### src/rtl/ofdm_cp_strip.sv
// CP removal / FFT windowing front end: skips the cyclic prefix less a run-time advance, emits
// FFT_LEN-sample windows tagged with {meta, advance used}, and re-aligns on SSB start pulses.
module ofdm_cp_strip #(
    parameter int unsigned IN_DW  = 32,
    parameter int unsigned NFFT   = 8,
    parameter int unsigned NUM_CH = 1,
    parameter int unsigned META_W = 22,
    parameter int unsigned CP_W   = $clog2(20 * (2 ** NFFT) / 256 + 1)
) (
    input  logic                       clk_i,
    input  logic                       reset_ni,
    input  logic [NUM_CH*IN_DW-1:0]    s_axis_in_tdata,
    input  logic [META_W+CP_W-1:0]     s_axis_in_tuser,
    input  logic                       s_axis_in_tlast,
    input  logic                       s_axis_in_tvalid,
    input  logic [CP_W-1:0]            cp_advance_i,
    input  logic                       SSB_start_i,
    output logic [NUM_CH*IN_DW-1:0]    m_axis_out_tdata,
    output logic [META_W+CP_W-1:0]     m_axis_out_tuser,
    output logic                       m_axis_out_tlast,
    output logic                       m_axis_out_tvalid,
    output logic                       trunc_o,
    output logic                       jump_fwd_o,
    output logic                       jump_bwd_o
);
    localparam int unsigned DW = NUM_CH * IN_DW;
    localparam int unsigned UW = META_W + CP_W;

    typedef enum logic [1:0] {
        SKIP_CP  = 2'd0,
        PROCESS  = 2'd1,
        SKIP_END = 2'd2
    } state_e;

    state_e            state_q, state_d;
    logic [CP_W-1:0]   cp_cnt_q, cp_cnt_d;
    logic [CP_W-1:0]   adv_q, adv_d;
    logic [NFFT-1:0]   in_cnt_q, in_cnt_d;
    logic [DW-1:0]     tdata_q, tdata_d;
    logic [UW-1:0]     tuser_q, tuser_d;
    logic              tlast_q, tlast_d;
    logic              tvalid_q, tvalid_d;
    logic              trunc_q, trunc_d;
    logic              fwd_q, fwd_d;
    logic              bwd_q, bwd_d;

    logic [CP_W-1:0]   cp_len, adv_clamp, adv_eff, cnt_eff, skip_len;
    logic [META_W-1:0] meta;
    logic [NFFT-1:0]   in_eff;
    logic              restart, in_cp;
    logic              proc;

    // Beat decode: an SSB pulse restarts CP counting unless the window is running or tlast closes the symbol.
    always_comb begin
        cp_len    = s_axis_in_tuser[CP_W-1:0];
        meta      = s_axis_in_tuser[UW-1:CP_W];
        adv_clamp = (cp_advance_i > cp_len) ? cp_len : cp_advance_i;
        restart   = SSB_start_i && ((state_q == SKIP_CP) ||
                    ((state_q == SKIP_END) && !(s_axis_in_tvalid && s_axis_in_tlast)));
        in_cp     = (state_q == SKIP_CP) || restart;
        cnt_eff   = SSB_start_i ? '0 : cp_cnt_q;
        adv_eff   = (cnt_eff == '0) ? adv_clamp : adv_q;
        skip_len  = cp_len - adv_eff;
        in_eff    = (state_q == PROCESS) ? in_cnt_q : '0;
    end

    always_comb begin
        state_d  = state_q;
        cp_cnt_d = cp_cnt_q;
        adv_d    = adv_q;
        in_cnt_d = in_cnt_q;
        tdata_d  = '0;
        tuser_d  = tuser_q;
        tlast_d  = 1'b0;
        tvalid_d = 1'b0;
        trunc_d  = 1'b0;
        fwd_d    = 1'b0;
        bwd_d    = 1'b0;
        proc     = 1'b0;

        if (restart) begin
            state_d  = SKIP_CP;
            cp_cnt_d = '0;
            bwd_d    = (state_q == SKIP_CP) && (cp_cnt_q != '0);
            fwd_d    = (state_q == SKIP_END);
        end

        if (s_axis_in_tvalid) begin
            if (in_cp) begin
                if (cnt_eff == '0) begin
                    adv_d = adv_clamp;
                end
                if (skip_len == '0) begin
                    proc = 1'b1;
                end else if (cnt_eff == skip_len - CP_W'(1)) begin
                    state_d  = PROCESS;
                    cp_cnt_d = '0;
                    in_cnt_d = '0;
                end else begin
                    cp_cnt_d = cnt_eff + CP_W'(1);
                end
            end else if (state_q == PROCESS) begin
                proc = 1'b1;
            end else if (s_axis_in_tlast) begin
                state_d  = SKIP_CP;
                cp_cnt_d = '0;
            end
        end

        // Window beat: forward data, tag on the first beat, close on full length or early tlast.
        if (proc) begin
            tvalid_d = 1'b1;
            tdata_d  = s_axis_in_tdata;
            if (in_eff == '0) begin
                tuser_d = {meta, in_cp ? adv_clamp : adv_q};
            end
            if (in_eff == '1) begin
                tlast_d  = 1'b1;
                state_d  = s_axis_in_tlast ? SKIP_CP : SKIP_END;
                cp_cnt_d = '0;
            end else if (s_axis_in_tlast) begin
                tlast_d  = 1'b1;
                trunc_d  = 1'b1;
                state_d  = SKIP_CP;
                cp_cnt_d = '0;
            end else begin
                state_d  = PROCESS;
                in_cnt_d = in_eff + NFFT'(1);
            end
        end
    end

    always_ff @(posedge clk_i or negedge reset_ni) begin
        if (!reset_ni) begin
            state_q  <= SKIP_CP;
            cp_cnt_q <= '0;
            adv_q    <= '0;
            in_cnt_q <= '0;
            tdata_q  <= '0;
            tuser_q  <= '0;
            tlast_q  <= 1'b0;
            tvalid_q <= 1'b0;
            trunc_q  <= 1'b0;
            fwd_q    <= 1'b0;
            bwd_q    <= 1'b0;
        end else begin
            state_q  <= state_d;
            cp_cnt_q <= cp_cnt_d;
            adv_q    <= adv_d;
            in_cnt_q <= in_cnt_d;
            tdata_q  <= tdata_d;
            tuser_q  <= tuser_d;
            tlast_q  <= tlast_d;
            tvalid_q <= tvalid_d;
            trunc_q  <= trunc_d;
            fwd_q    <= fwd_d;
            bwd_q    <= bwd_d;
        end
    end

    assign m_axis_out_tdata  = tdata_q;
    assign m_axis_out_tuser  = tuser_q;
    assign m_axis_out_tlast  = tlast_q;
    assign m_axis_out_tvalid = tvalid_q;
    assign trunc_o           = trunc_q;
    assign jump_fwd_o        = fwd_q;
    assign jump_bwd_o        = bwd_q;

endmodule

### config.mk
export PLATFORM = sky130hd
export DESIGN_NAME = ofdm_cp_strip
export DESIGN_NICKNAME = d
export VERILOG_FILES = /design/src/rtl/ofdm_cp_strip.sv
export SDC_FILE = /design/constraint.sdc
export NUM_CORES = 1
export LEC_CHECK = 0
export BUFFER_PORTS_ARGS = -buffer_cell sky130_fd_sc_hd__buf_2
export CAP_MARGIN = 20
export CORE_MARGIN = 2
export CORE_UTILIZATION = 46
export DETAILED_ROUTE_END_ITERATION = 7
export GPL_ROUTABILITY_DRIVEN = 0
export PLACE_DENSITY = 0.83
export SYNTH_ARGS = -nofsm -noshare
export SYNTH_HDL_FRONTEND = slang
export SYNTH_SLANG_ARGS = --single-unit
### constraint.sdc
create_clock -name clk_i -period 4.25 [get_ports clk_i]
set_input_delay 0.425 -clock clk_i [delete_from_list [all_inputs] [get_ports clk_i]]
set_output_delay 0.425 -clock clk_i [all_outputs]
set_load 0.03 [all_outputs]
==> results of run 1 <==
[metrics by stage]
stage | TNS [ns] | setup WS, ns | power (uW) | instance area (um^2)
6_report | -5.28 | -0.198 | 4140 | 5920
5_1_grt | -11.18 | -0.365 | 4390 | 5920
4_1_cts | -3.13 | -0.127 | 3950 | 5670
3_5_place_dp | -37.59 | -0.735 | 3250 | 5360
3_3_place_gp | -23.57 | -0.540 | 3150 | 5360
2_1_floorplan | -14.81 | -0.521 | 2550 | 4250
[logic make-up after synthesis]
logic type | after synthesis | share of synthesized area [%]
buf+inv | 38 | 4.11
compound gates | 76 | 12.5
mux | 29 | 8.82
xor+xnor | 11 | 2.34
flops | 84 | 51.1
simple gates | 124 | 16.1
fa+ha+maj | 16 | 5.05
[cells in the mapped netlist, types with 4 or more instances]
master	instances	area [um^2]
sky130_fd_sc_hd__o211ai_1	7	52.6
sky130_fd_sc_hd__xnor2_1	7	61.3
sky130_fd_sc_hd__o21ai_0	11	55.1
sky130_fd_sc_hd__inv_1	28	105
sky130_fd_sc_hd__dfrtp_1	84	2100
sky130_fd_sc_hd__nand3_1	9	45.0
sky130_fd_sc_hd__and3_1	4	25.0
sky130_fd_sc_hd__xor2_1	4	35.0
sky130_fd_sc_hd__nor2_1	25	93.8
sky130_fd_sc_hd__nand2_1	25	93.8
sky130_fd_sc_hd__ha_1	15	188
sky130_fd_sc_hd__mux2_1	17	191
sky130_fd_sc_hd__nand2b_1	6	37.5
sky130_fd_sc_hd__o22ai_1	5	31.3
sky130_fd_sc_hd__and2_1	34	213
sky130_fd_sc_hd__mux2_4	10	150
sky130_fd_sc_hd__a21oi_1	23	115
sky130_fd_sc_hd__a31oi_1	4	25.0
sky130_fd_sc_hd__clkbuf_1	7	26.3
[timing repair]
item	4_1_cts	5_1_grt
pin swaps	4	4
buffers inserted	4	7
hold buffers	0	1
resized for setup	19	30
gates cloned	0	1
setup endpoints to repair	40	75
hold endpoints to repair	0	8
[state kept, by name (all words and copies together), names as in the netlist, 2 cells and up]
register and flops:
adv_q 5, cp_cnt_q 5, in_cnt_q 8, m_axis_out_tdata 32, m_axis_out_tuser 27, state_q 2
[worst paths after layout]
check | from | to | slack (ns) | cells past startpoint
worst min register to register | m_axis_out_tuser[1] | m_axis_out_tuser[1] | 0.50 | 1
max in group asynchronous | reset_ni | adv_q[0] | 3.21 | 3
min in group asynchronous | reset_ni | m_axis_out_tuser[10] | 0.44 | 2
worst min-delay path | s_axis_in_tdata[12] | m_axis_out_tdata[12] | 0.25 | 2
worst max-delay path | cp_advance_i[1] | m_axis_out_tuser[14] | -0.20 | 21
worst max register to register | cp_cnt_q[2] | m_axis_out_tuser[14] | -0.04 | 16
[per-layer routing]
| metal | up-vias | part of all wire (%) | GRT usage [%] |
|---|---|---|---|
| li1 | 1702 | - | - |
| met1 | 1716 | 40 | 28.6 |
| met2 | 148 | 51 | 36.4 |
| met3 | 30 | 6.0 | 4.68 |
| met4 | 0 | 2.2 | 8.64 |
| met5 | - | 0 | 0 |
[final cells by class]
cell class / instances / share of cell area (%)
Clock inverter: 7 / 1.37
Inverter: 28 / 2.03
Tap cell: 108 / 2.28
Clock buffer: 9 / 2.09
Multi-Input combinational cell: 256 / 35.7
Sequential cell: 84 / 35.5
Timing Repair Buffer: 192 / 21.0
[critical path, cell delays in order]
cell                        delay (ns)
sky130_fd_sc_hd__buf_4            0.14
sky130_fd_sc_hd__ha_4             0.26
sky130_fd_sc_hd__nand4_1          0.13
sky130_fd_sc_hd__buf_4            0.17
sky130_fd_sc_hd__o22ai_4          0.24
sky130_fd_sc_hd__nor2_2           0.06
sky130_fd_sc_hd__a21oi_2          0.16
sky130_fd_sc_hd__o21ai_2          0.08
sky130_fd_sc_hd__ha_2             0.18
sky130_fd_sc_hd__inv_2            0.05
sky130_fd_sc_hd__fa_2             0.43
sky130_fd_sc_hd__inv_2            0.08
sky130_fd_sc_hd__ha_4             0.13
sky130_fd_sc_hd__nand2b_1         0.05
sky130_fd_sc_hd__or4_4            0.44
sky130_fd_sc_hd__a211oi_4         0.22
sky130_fd_sc_hd__or4b_4           0.50
sky130_fd_sc_hd__a31oi_4          0.20
sky130_fd_sc_hd__and3_4           0.30
sky130_fd_sc_hd__clkbuf_16        0.18
sky130_fd_sc_hd__mux2_4           0.30
[report_power, final]
group	internal (uW)	leakage, uW	total, uW	switching (uW)
clock network	281	0.000106	598	317
registers	1060	0.00110	1210	150
logic	1080	0.00185	2330	1260
total	2410	0.00305	4140	1720
==> metrics.txt, run 1 <==
mapped cell area 4110 um^2; proportion of synthesized chip area in sequential cells 51.1%; via count 3596; required time of the worst setup path 4.50 ns; clock-pin transition on the worst setup and hold timing paths 0.10 ns; synthesis-to-finish area growth 44.0%; worst IR drop on VDD 0.280 mV; primary flip-flop cell chosen by synthesis mapping sky130_fd_sc_hd__dfrtp_1; H-tree Lvls 3; max_slew headroom 69.1%; final setup fails 32; crit-path max FO 6; layout cells sized above 1 47.6%; number of instances in the synthesized netlist 378; area of the placeable core 8680 um^2; num rows 34; library cells used by synthesis 57; # fillers 618; worst endpoint data arrival time 4.70 ns; placed cell count 655; leading cell types in the layout, fill and taps excluded 125 x sky130_fd_sc_hd__buf_2, 84 x sky130_fd_sc_hd__dfrtp_1, 52 x sky130_fd_sc_hd__buf_4; total CTS buffers 9; clk buf depth 2; EDFF count, synth 0; pin count of the biggest net entering global routing 85; number of antenna violations at the first check in global routing 0; Clock Tree Root sky130_fd_sc_hd__clkbuf_8; global-route wire length before repair 17300 um; minimum hold slack 0.250 ns; number of nets in the layout 656; mean routed wirelength per cell 16.2 um; Die Height 98.6 um; outcome complete, but fails checks; worst clock skew 0.00985 ns; count of pins on the block boundary 133; measured slew at the worst slew-check pin 0.459 ns; startpoint type of the worst setup path input port; fmax 225 MHz; number of non-filler instances in the completed layout 684; clock period minus final worst setup slack 4.45 ns; type of the worst setup path in2reg; area of the multi-input gates 2120 um^2; Avg Inst Size Synth 10.9 um^2; slack of the critical path -0.198 ns; CTS Sinks 84; max-capacitance violation count 0; Detailed Routing Iterations Pass 1 4; clock tree from TritonCTS built; total global-route track usage 22.0%; unrepaired setup endpoints after global routing yes; Leakage 0.00305 uW; half-perimeter wire length after placement 7720 um; async set-or-reset flop fraction in the synthesized netlist 100%; final standard cell utilization of the core 68.3%; Via-to-Cell Ratio 5.26; DRT antenna net count 0; die width 98.6 um; count of port buffers added during placement 132; most frequent standard cell in the layout excluding fill and tap cells sky130_fd_sc_hd__buf_2; Final Max Slew Viols 0; Synth Warn # 0; number of nets in the synthesized netlist 463; sort of element at the end of the critical path register; Hold Fails Final Rpt 0; Worst-Skew Late Latency 0.37 ns; global route overflow 0; full die area 9720 um^2; final routed DRC violation total 0; Iteration-0 DRC Markers 175; ANT cells 0; crit share post-route 105%; violated checks negative setup slack; via count of the first global-routing pass 3542; path category of the worst min-delay check in2reg; power density of the placed cells 698 nW/um^2; flops & latches, synth 84; Initial Util 47.4%; routed wire length 11100 um; storage element area 2100 um^2
No activity file was read; power rests on OpenSTA's default activity.
==> inputs of run 2 (changes only) <==
==> config.mk (replaced) <==
export PLATFORM = sky130hd
export DESIGN_NAME = ofdm_cp_strip
export DESIGN_NICKNAME = d
export VERILOG_FILES = /design/src/rtl/ofdm_cp_strip.sv
export SDC_FILE = /design/constraint.sdc
export NUM_CORES = 1
export LEC_CHECK = 0
export CAP_MARGIN = 20
export CORE_MARGIN = 2
export CORE_UTILIZATION = 57
export DETAILED_ROUTE_END_ITERATION = 7
export DONT_BUFFER_PORTS = 1
export GPL_ROUTABILITY_DRIVEN = 0
export PLACE_DENSITY = 0.82
export RECOVER_POWER = 50
export SYNTH_ARGS = -nofsm -noshare
export SYNTH_HDL_FRONTEND = slang
export SYNTH_SLANG_ARGS = --single-unit
==> run 2 against run 1 <==
Net effect: the run ends with max-capacitance violations, max-slew violations, negative setup slack left; register-to-register slack got worse by 0.09 ns; clock skew is 0.00082 ns lower; worst setup slack improved by 0.020 ns; first-iteration DRC count increased by 35%; hold slack worse by 0.078 ns; critical path depth unchanged; fmax up 0.46%; combinational power decreased by 26%; largest cell class unchanged.
==> metrics.txt, run 2 (synthesis gave the netlist of run 1 again) <==
most frequent standard cell in the layout excluding fill and tap cells sky130_fd_sc_hd__dfrtp_1; synthesis-to-finish area growth 24.2%; full die area 7910 um^2; placed cell count 501; num rows 30; die width 89.0 um; unrepaired setup endpoints after global routing yes; final setup fails 32; startpoint type of the worst setup path input port; final routed DRC violation total 0; Initial Util 59.6%; crit share post-route 104%; worst endpoint data arrival time 4.68 ns; Worst-Skew Late Latency 0.37 ns; Die Height 89.0 um; clock-pin transition on the worst setup and hold timing paths 0.08 ns; Detailed Routing Iterations Pass 1 5; via count of the first global-routing pass 2961; final standard cell utilization of the core 74.0%; # fillers 449; count of port buffers added during placement 0; placed standard-cell area 4590 um^2; Largest register FFs 32; path category of the worst min-delay check in2reg; Leakage 0.00240 uW; max_slew headroom -34.5%; mean routed wirelength per cell 20.6 um; layout cells sized above 1 30.2%; via count 3207; measured slew at the worst slew-check pin 2.02 ns; half-perimeter wire length after placement 6870 um; worst IR drop on VDD 0.273 mV; clk buf depth 2; clock tree from TritonCTS built; Via-to-Cell Ratio 6.01; type of the worst setup path in2reg; Post-Layout Inst Area 5110 um^2; outcome complete, but fails checks; global route overflow 0; sort of element at the end of the critical path register; worst clock skew 0.00903 ns; violated checks max-capacitance violations, max-slew violations, negative setup slack; required time of the worst setup path 4.50 ns; worst hold path cell count 1; fmax 226 MHz; Iteration-0 DRC Markers 237; Final Max Slew Viols 85; reg2reg path depth 17; power density of the placed cells 774 nW/um^2; leading cell types in the layout, fill and taps excluded 84 x sky130_fd_sc_hd__dfrtp_1, 45 x sky130_fd_sc_hd__buf_4, 34 x sky130_fd_sc_hd__and2_1; pin count of the biggest net entering global routing 85; total global-route track usage 23.5%; number of nets in the layout 517; area of the placeable core 6910 um^2; total CTS buffers 9; global-route wire length before repair 14200 um; routed wire length 11000 um; count of pins on the block boundary 133; Hold Fails Final Rpt 0; max-capacitance violation count 1; CTS Sinks 84; aggregate negative setup slack -4.76 ns; DRT antenna net count 0; H-tree Lvls 3; number of antenna violations at the first check in global routing 1; minimum hold slack 0.172 ns; number of non-filler instances in the completed layout 534; slack of the critical path -0.177 ns; crit-path max FO 11; clock period minus final worst setup slack 4.43 ns; Clock Tree Root sky130_fd_sc_hd__clkbuf_8
## run 2: changes by cell type in the layout (fill, tap and decap cells not counted), moves of 2 or more
| cell | delta |
|---|---|
| sky130_fd_sc_hd__buf_12 | -2 |
| sky130_fd_sc_hd__a21oi_1 | -2 |
| sky130_fd_sc_hd__buf_6 | -4 |
| sky130_fd_sc_hd__inv_2 | -2 |
| sky130_fd_sc_hd__clkinv_4 | -2 |
| sky130_fd_sc_hd__buf_2 | -125 |
| sky130_fd_sc_hd__inv_6 | +2 |
| sky130_fd_sc_hd__mux2_1 | +3 |
| sky130_fd_sc_hd__buf_4 | -7 |
| sky130_fd_sc_hd__mux2_4 | -3 |
## run 2: area by class of cell
type | count | area (um^2) | area share (%)
diodes | 1 | 2.50 | 0.0490
clock inverters | 7 | 80.1 | 1.57
well taps | 96 | 120 | 2.35
clock buffers | 9 | 124 | 2.42
repair buffers | 53 | 443 | 8.67
multi-input cells | 256 | 2110 | 41.3
inverters | 28 | 128 | 2.50
flip-flops and latches | 84 | 2100 | 41.1
## run 2: critical path, stage by stage
cell and delay, ns:
sky130_fd_sc_hd__inv_12 0.02, sky130_fd_sc_hd__ha_4 0.27, sky130_fd_sc_hd__nand4_1 0.14, sky130_fd_sc_hd__buf_4 0.18, sky130_fd_sc_hd__o22ai_4 0.27, sky130_fd_sc_hd__nor2_2 0.06, sky130_fd_sc_hd__a21oi_2 0.16, sky130_fd_sc_hd__o21ai_2 0.09
sky130_fd_sc_hd__ha_2 0.20, sky130_fd_sc_hd__inv_2 0.05, sky130_fd_sc_hd__fa_2 0.44, sky130_fd_sc_hd__inv_2 0.09, sky130_fd_sc_hd__ha_4 0.12, sky130_fd_sc_hd__nand2b_1 0.05, sky130_fd_sc_hd__or4_4 0.44, sky130_fd_sc_hd__a211oi_4 0.24
sky130_fd_sc_hd__or4b_4 0.51, sky130_fd_sc_hd__a31oi_4 0.17, sky130_fd_sc_hd__and3_4 0.25, sky130_fd_sc_hd__clkbuf_16 0.19, sky130_fd_sc_hd__mux2_4 0.31
## run 2: power by group
group	internal [uW]	leakage (uW)	switching [uW]	total [uW]
clock	281	0.000103	315	595
combinational	898	0.00120	829	1730
sequential	1050	0.00110	580	1630
total	2230	0.00240	1720	3950
## run 2: metrics by stage
stage          setup slack, ns  total power (uW)
2_1_floorplan           -0.521              2550
3_3_place_gp            -0.373              2920
3_5_place_dp            -0.574              2990
4_1_cts                 -0.119              3650
5_1_grt                 -0.298              4150
6_report                -0.177              3950
## run 2: worst paths after layout
check	start	endpoint	slack, ns
worst max-delay path	s_axis_in_tuser[4]	m_axis_out_tuser[11]	-0.18
worst max register to register	cp_cnt_q[0]	m_axis_out_tuser[11]	-0.13
min in group asynchronous	reset_ni	adv_q[3]	1.22
worst min-delay path	SSB_start_i	cp_cnt_q[4]	0.17
worst min register to register	in_cnt_q[3]	in_cnt_q[3]	0.54
max in group asynchronous	reset_ni	m_axis_out_tdata[11]	1.88
## run 2: metal layers
layer  GRT usage (%)  routed length, um  vias to the layer above  part of all wire (%)
li1                -                  -                     1421                     -
met1            28.1               4240                     1599                    39
met2            41.3               5770                      163                    53
met3            4.99                785                       24                   7.2
met4            9.36                184                        0                   1.7
met5               0                  0                        -                     0
## run 2: repair_timing
action                                  4_1_cts  5_1_grt
endpoints found under the setup margin       32       73
pin swaps                                     3       13
setup buffers                                 3       11
gates cloned                                  0        1
gates resized for setup                       3       37
endpoints found under the hold margin        84        0
hold buffers                                  2        0
==> inputs of run 3 (changes only) <==
--- a/config.mk
+++ b/config.mk
@@ -6,7 +6,6 @@
 export NUM_CORES = 1
 export LEC_CHECK = 0
 export CAP_MARGIN = 20
-export CORE_MARGIN = 2
 export CORE_UTILIZATION = 57
 export DETAILED_ROUTE_END_ITERATION = 7
 export DONT_BUFFER_PORTS = 1
==> run 3 against run 2 <==
Net effect: the flow still finishes with violations (max-capacitance violations, max-slew violations, negative setup slack); count of clock-buffer cells in the layout is the same; sequential cell count is the same; cell count shrank 0.37%; utilization shrank 0.85 points; design area shrank 1.7%; fmax shrank 0.86%; clock skew grew 0.0016 ns; sequential power is essentially flat; sequential share of layout area grew 0.71 points; critical path depth shrank 3.
==> metrics.txt, run 3 (synthesis gave the netlist of run 1 again) <==
outcome complete, but fails checks; violated checks max-capacitance violations, max-slew violations, negative setup slack; worst clock skew 0.0107 ns; cell family contributing the most delay on the critical path simple AND/OR/NAND/NOR gates; worst hold path cell count 1; minimum hold slack 0.186 ns; fmax 224 MHz; crit-path max FO 11; pin count of the biggest net entering global routing 85; H-tree Lvls 3; Int Power 2160 uW; Post-Place Setup Slack -0.549 ns; type of the worst setup path in2reg; leading cell types in the layout, fill and taps excluded 84 x sky130_fd_sc_hd__dfrtp_1, 47 x sky130_fd_sc_hd__buf_4, 34 x sky130_fd_sc_hd__and2_1; Min-Delay Endpoint m_axis_out_tdata[24]; critical path's slowest cell sky130_fd_sc_hd__or4_4; destination of the worst register-to-register timing path m_axis_out_tuser[8]; Post-Layout Inst Area 5020 um^2; half-perimeter wire length after placement 6580 um; Leakage 0.00238 uW; crit share post-route 105%; sort of element at the end of the critical path register; global-route wire length before repair 14400 um; global route overflow 0; via count of the first global-routing pass 2976; area of the multi-input gates 2050 um^2; sw power 1690 uW; storage element area 2100 um^2; clk buf depth 2; Iteration-0 DRC Markers 217; ANT cells 0; cells along the critical path inv_12, ha_4, nand4_1, buf_4, o22ai_4, nor2_1, a21oi_1, nor2_1, a21oi_2, ha_1, and3b_1, or4_4, a211oi_4, or4b_4, a31oi_4, and3_4, buf_12, mux2_4; final setup fails 33; total global-route track usage 25.3%; Worst-Skew Late Latency 0.36 ns; total CTS buffers 9; required time of the worst setup path 4.49 ns; number of non-filler instances in the completed layout 532; full die area 7560 um^2; launch instance of the worst min-delay path s_axis_in_tdata[24]; area of the placeable core 6870 um^2; switching power share of the total 43.9%; max_slew headroom -35.4%; Clock Tree Root sky130_fd_sc_hd__clkbuf_8; number of antenna violations at the first check in global routing 0; final routed DRC violation total 0; reg2reg path depth 16; R2R Path Start cp_cnt_q[3]; DRT antenna net count 0; mean routed wirelength per cell 19.7 um; clock-pin transition on the worst setup and hold timing paths 0.10 ns; startpoint type of the worst setup path input port; via count 3141; placed standard-cell area 4610 um^2; Final Max Slew Viols 85; clock tree from TritonCTS built; fraction of power consumed by combinational cells 43.2%; number of nets in the layout 516; # fillers 430; combined buffer and inverter count along the critical path 3; count of pins on the block boundary 133; placed cell count 502; cell with the most instances on the worst path sky130_fd_sc_hd__nor2_1; slack of the critical path -0.216 ns; internal reg-to-reg setup slack -0.04 ns; unrepaired setup endpoints after global routing yes; Flop pwr share 42.1%; Detailed Routing Iterations Pass 1 5; power density of the placed cells 766 nW/um^2; Via-to-Cell Ratio 5.90; measured slew at the worst slew-check pin 2.03 ns; die width 87.0 um; clock period minus final worst setup slack 4.47 ns; Initial Util 59.9%; part of the power in the clock network 14.7%; crit-path max cell delay 0.54 ns; max-capacitance violation count 1; most frequent standard cell in the layout excluding fill and tap cells sky130_fd_sc_hd__dfrtp_1; Hold Fails Final Rpt 0; worst IR drop on VDD 0.332 mV; layout cells sized above 1 28.2%; num rows 30; path category of the worst min-delay check in2reg; routed wire length 10500 um; Die Height 87.0 um; synthesis-to-finish area growth 22.1%; worst endpoint data arrival time 4.71 ns; count of port buffers added during placement 0; CTS Sinks 84; Largest register FFs 32; aggregate negative setup slack -5.78 ns
[run 3: cell types whose count changed in the layout (fill, tap and decap cells not counted), moves of 2 or more]
cell                       previous run  this run
sky130_fd_sc_hd__buf_4               45        47
sky130_fd_sc_hd__clkinv_4             0         2
sky130_fd_sc_hd__a21oi_1             15        18
sky130_fd_sc_hd__a21oi_2              7         4
sky130_fd_sc_hd__buf_6                4         0
sky130_fd_sc_hd__inv_6                4         2
[run 3: power groups by stage]
stage,clock [uW],sequential (uW),combinational [uW]
floorplan,0,1580,971
global route,600,1650,1780
global placement,0,1610,1330
detailed placement,0,1620,1390
finish,565,1620,1660
CTS,566,1610,1460
[run 3: how the worst max path moves through the flow]
stage                                  start                    to  slack (ns)  depth (start not counted)
final                     s_axis_in_tuser[4]   m_axis_out_tuser[8]       -0.22                         18
after global routing      s_axis_in_tuser[2]           cp_cnt_q[1]       -0.34                         21
after CTS                 s_axis_in_tuser[4]   m_axis_out_tuser[8]       -0.10                         20
after detailed placement  s_axis_in_tuser[3]   m_axis_out_tuser[8]       -0.55                         21
after global placement    s_axis_in_tuser[4]   m_axis_out_tuser[5]       -0.38                         21
after floorplan           s_axis_in_tuser[4]  m_axis_out_tuser[16]       -0.52                         22
[run 3: layout make-up]
| cell class | instances | share of cell area (%) |
|---|---|---|
| clock buffer | 9 | 2.47 |
| multi-input combinational | 256 | 40.7 |
| inverter | 28 | 2.49 |
| timing repair buffer | 52 | 8.62 |
| sequential | 84 | 41.8 |
| clock inverter | 7 | 1.47 |
| tap | 96 | 2.39 |
[run 3: per-stage QoR]
step	power [uW]	util, %
3_5_place_dp	3020	67.1
4_1_cts	3630	71.5
3_3_place_gp	2940	67.1
2_1_floorplan	2550	-
5_1_grt	4040	73.2
6_report	3850	73.2
[run 3: what timing repair did]
item	in CTS	in global routing
hold endpoints to repair	84	0
setup buffers	7	4
hold buffers	2	0
pin swaps	6	0
endpoints found under the setup margin	31	67
gates resized for setup	6	18
gates cloned	0	1
[run 3: layer usage]
layer / global-route usage (%) / vias to the layer above / part of all wire (%)
li1: - / 1428 / -
met1: 28.8 / 1540 / 37
met2: 43.5 / 144 / 53
met3: 7.11 / 29 / 7.3
met4: 13.0 / 0 / 3.1
met5: 0 / - / 0
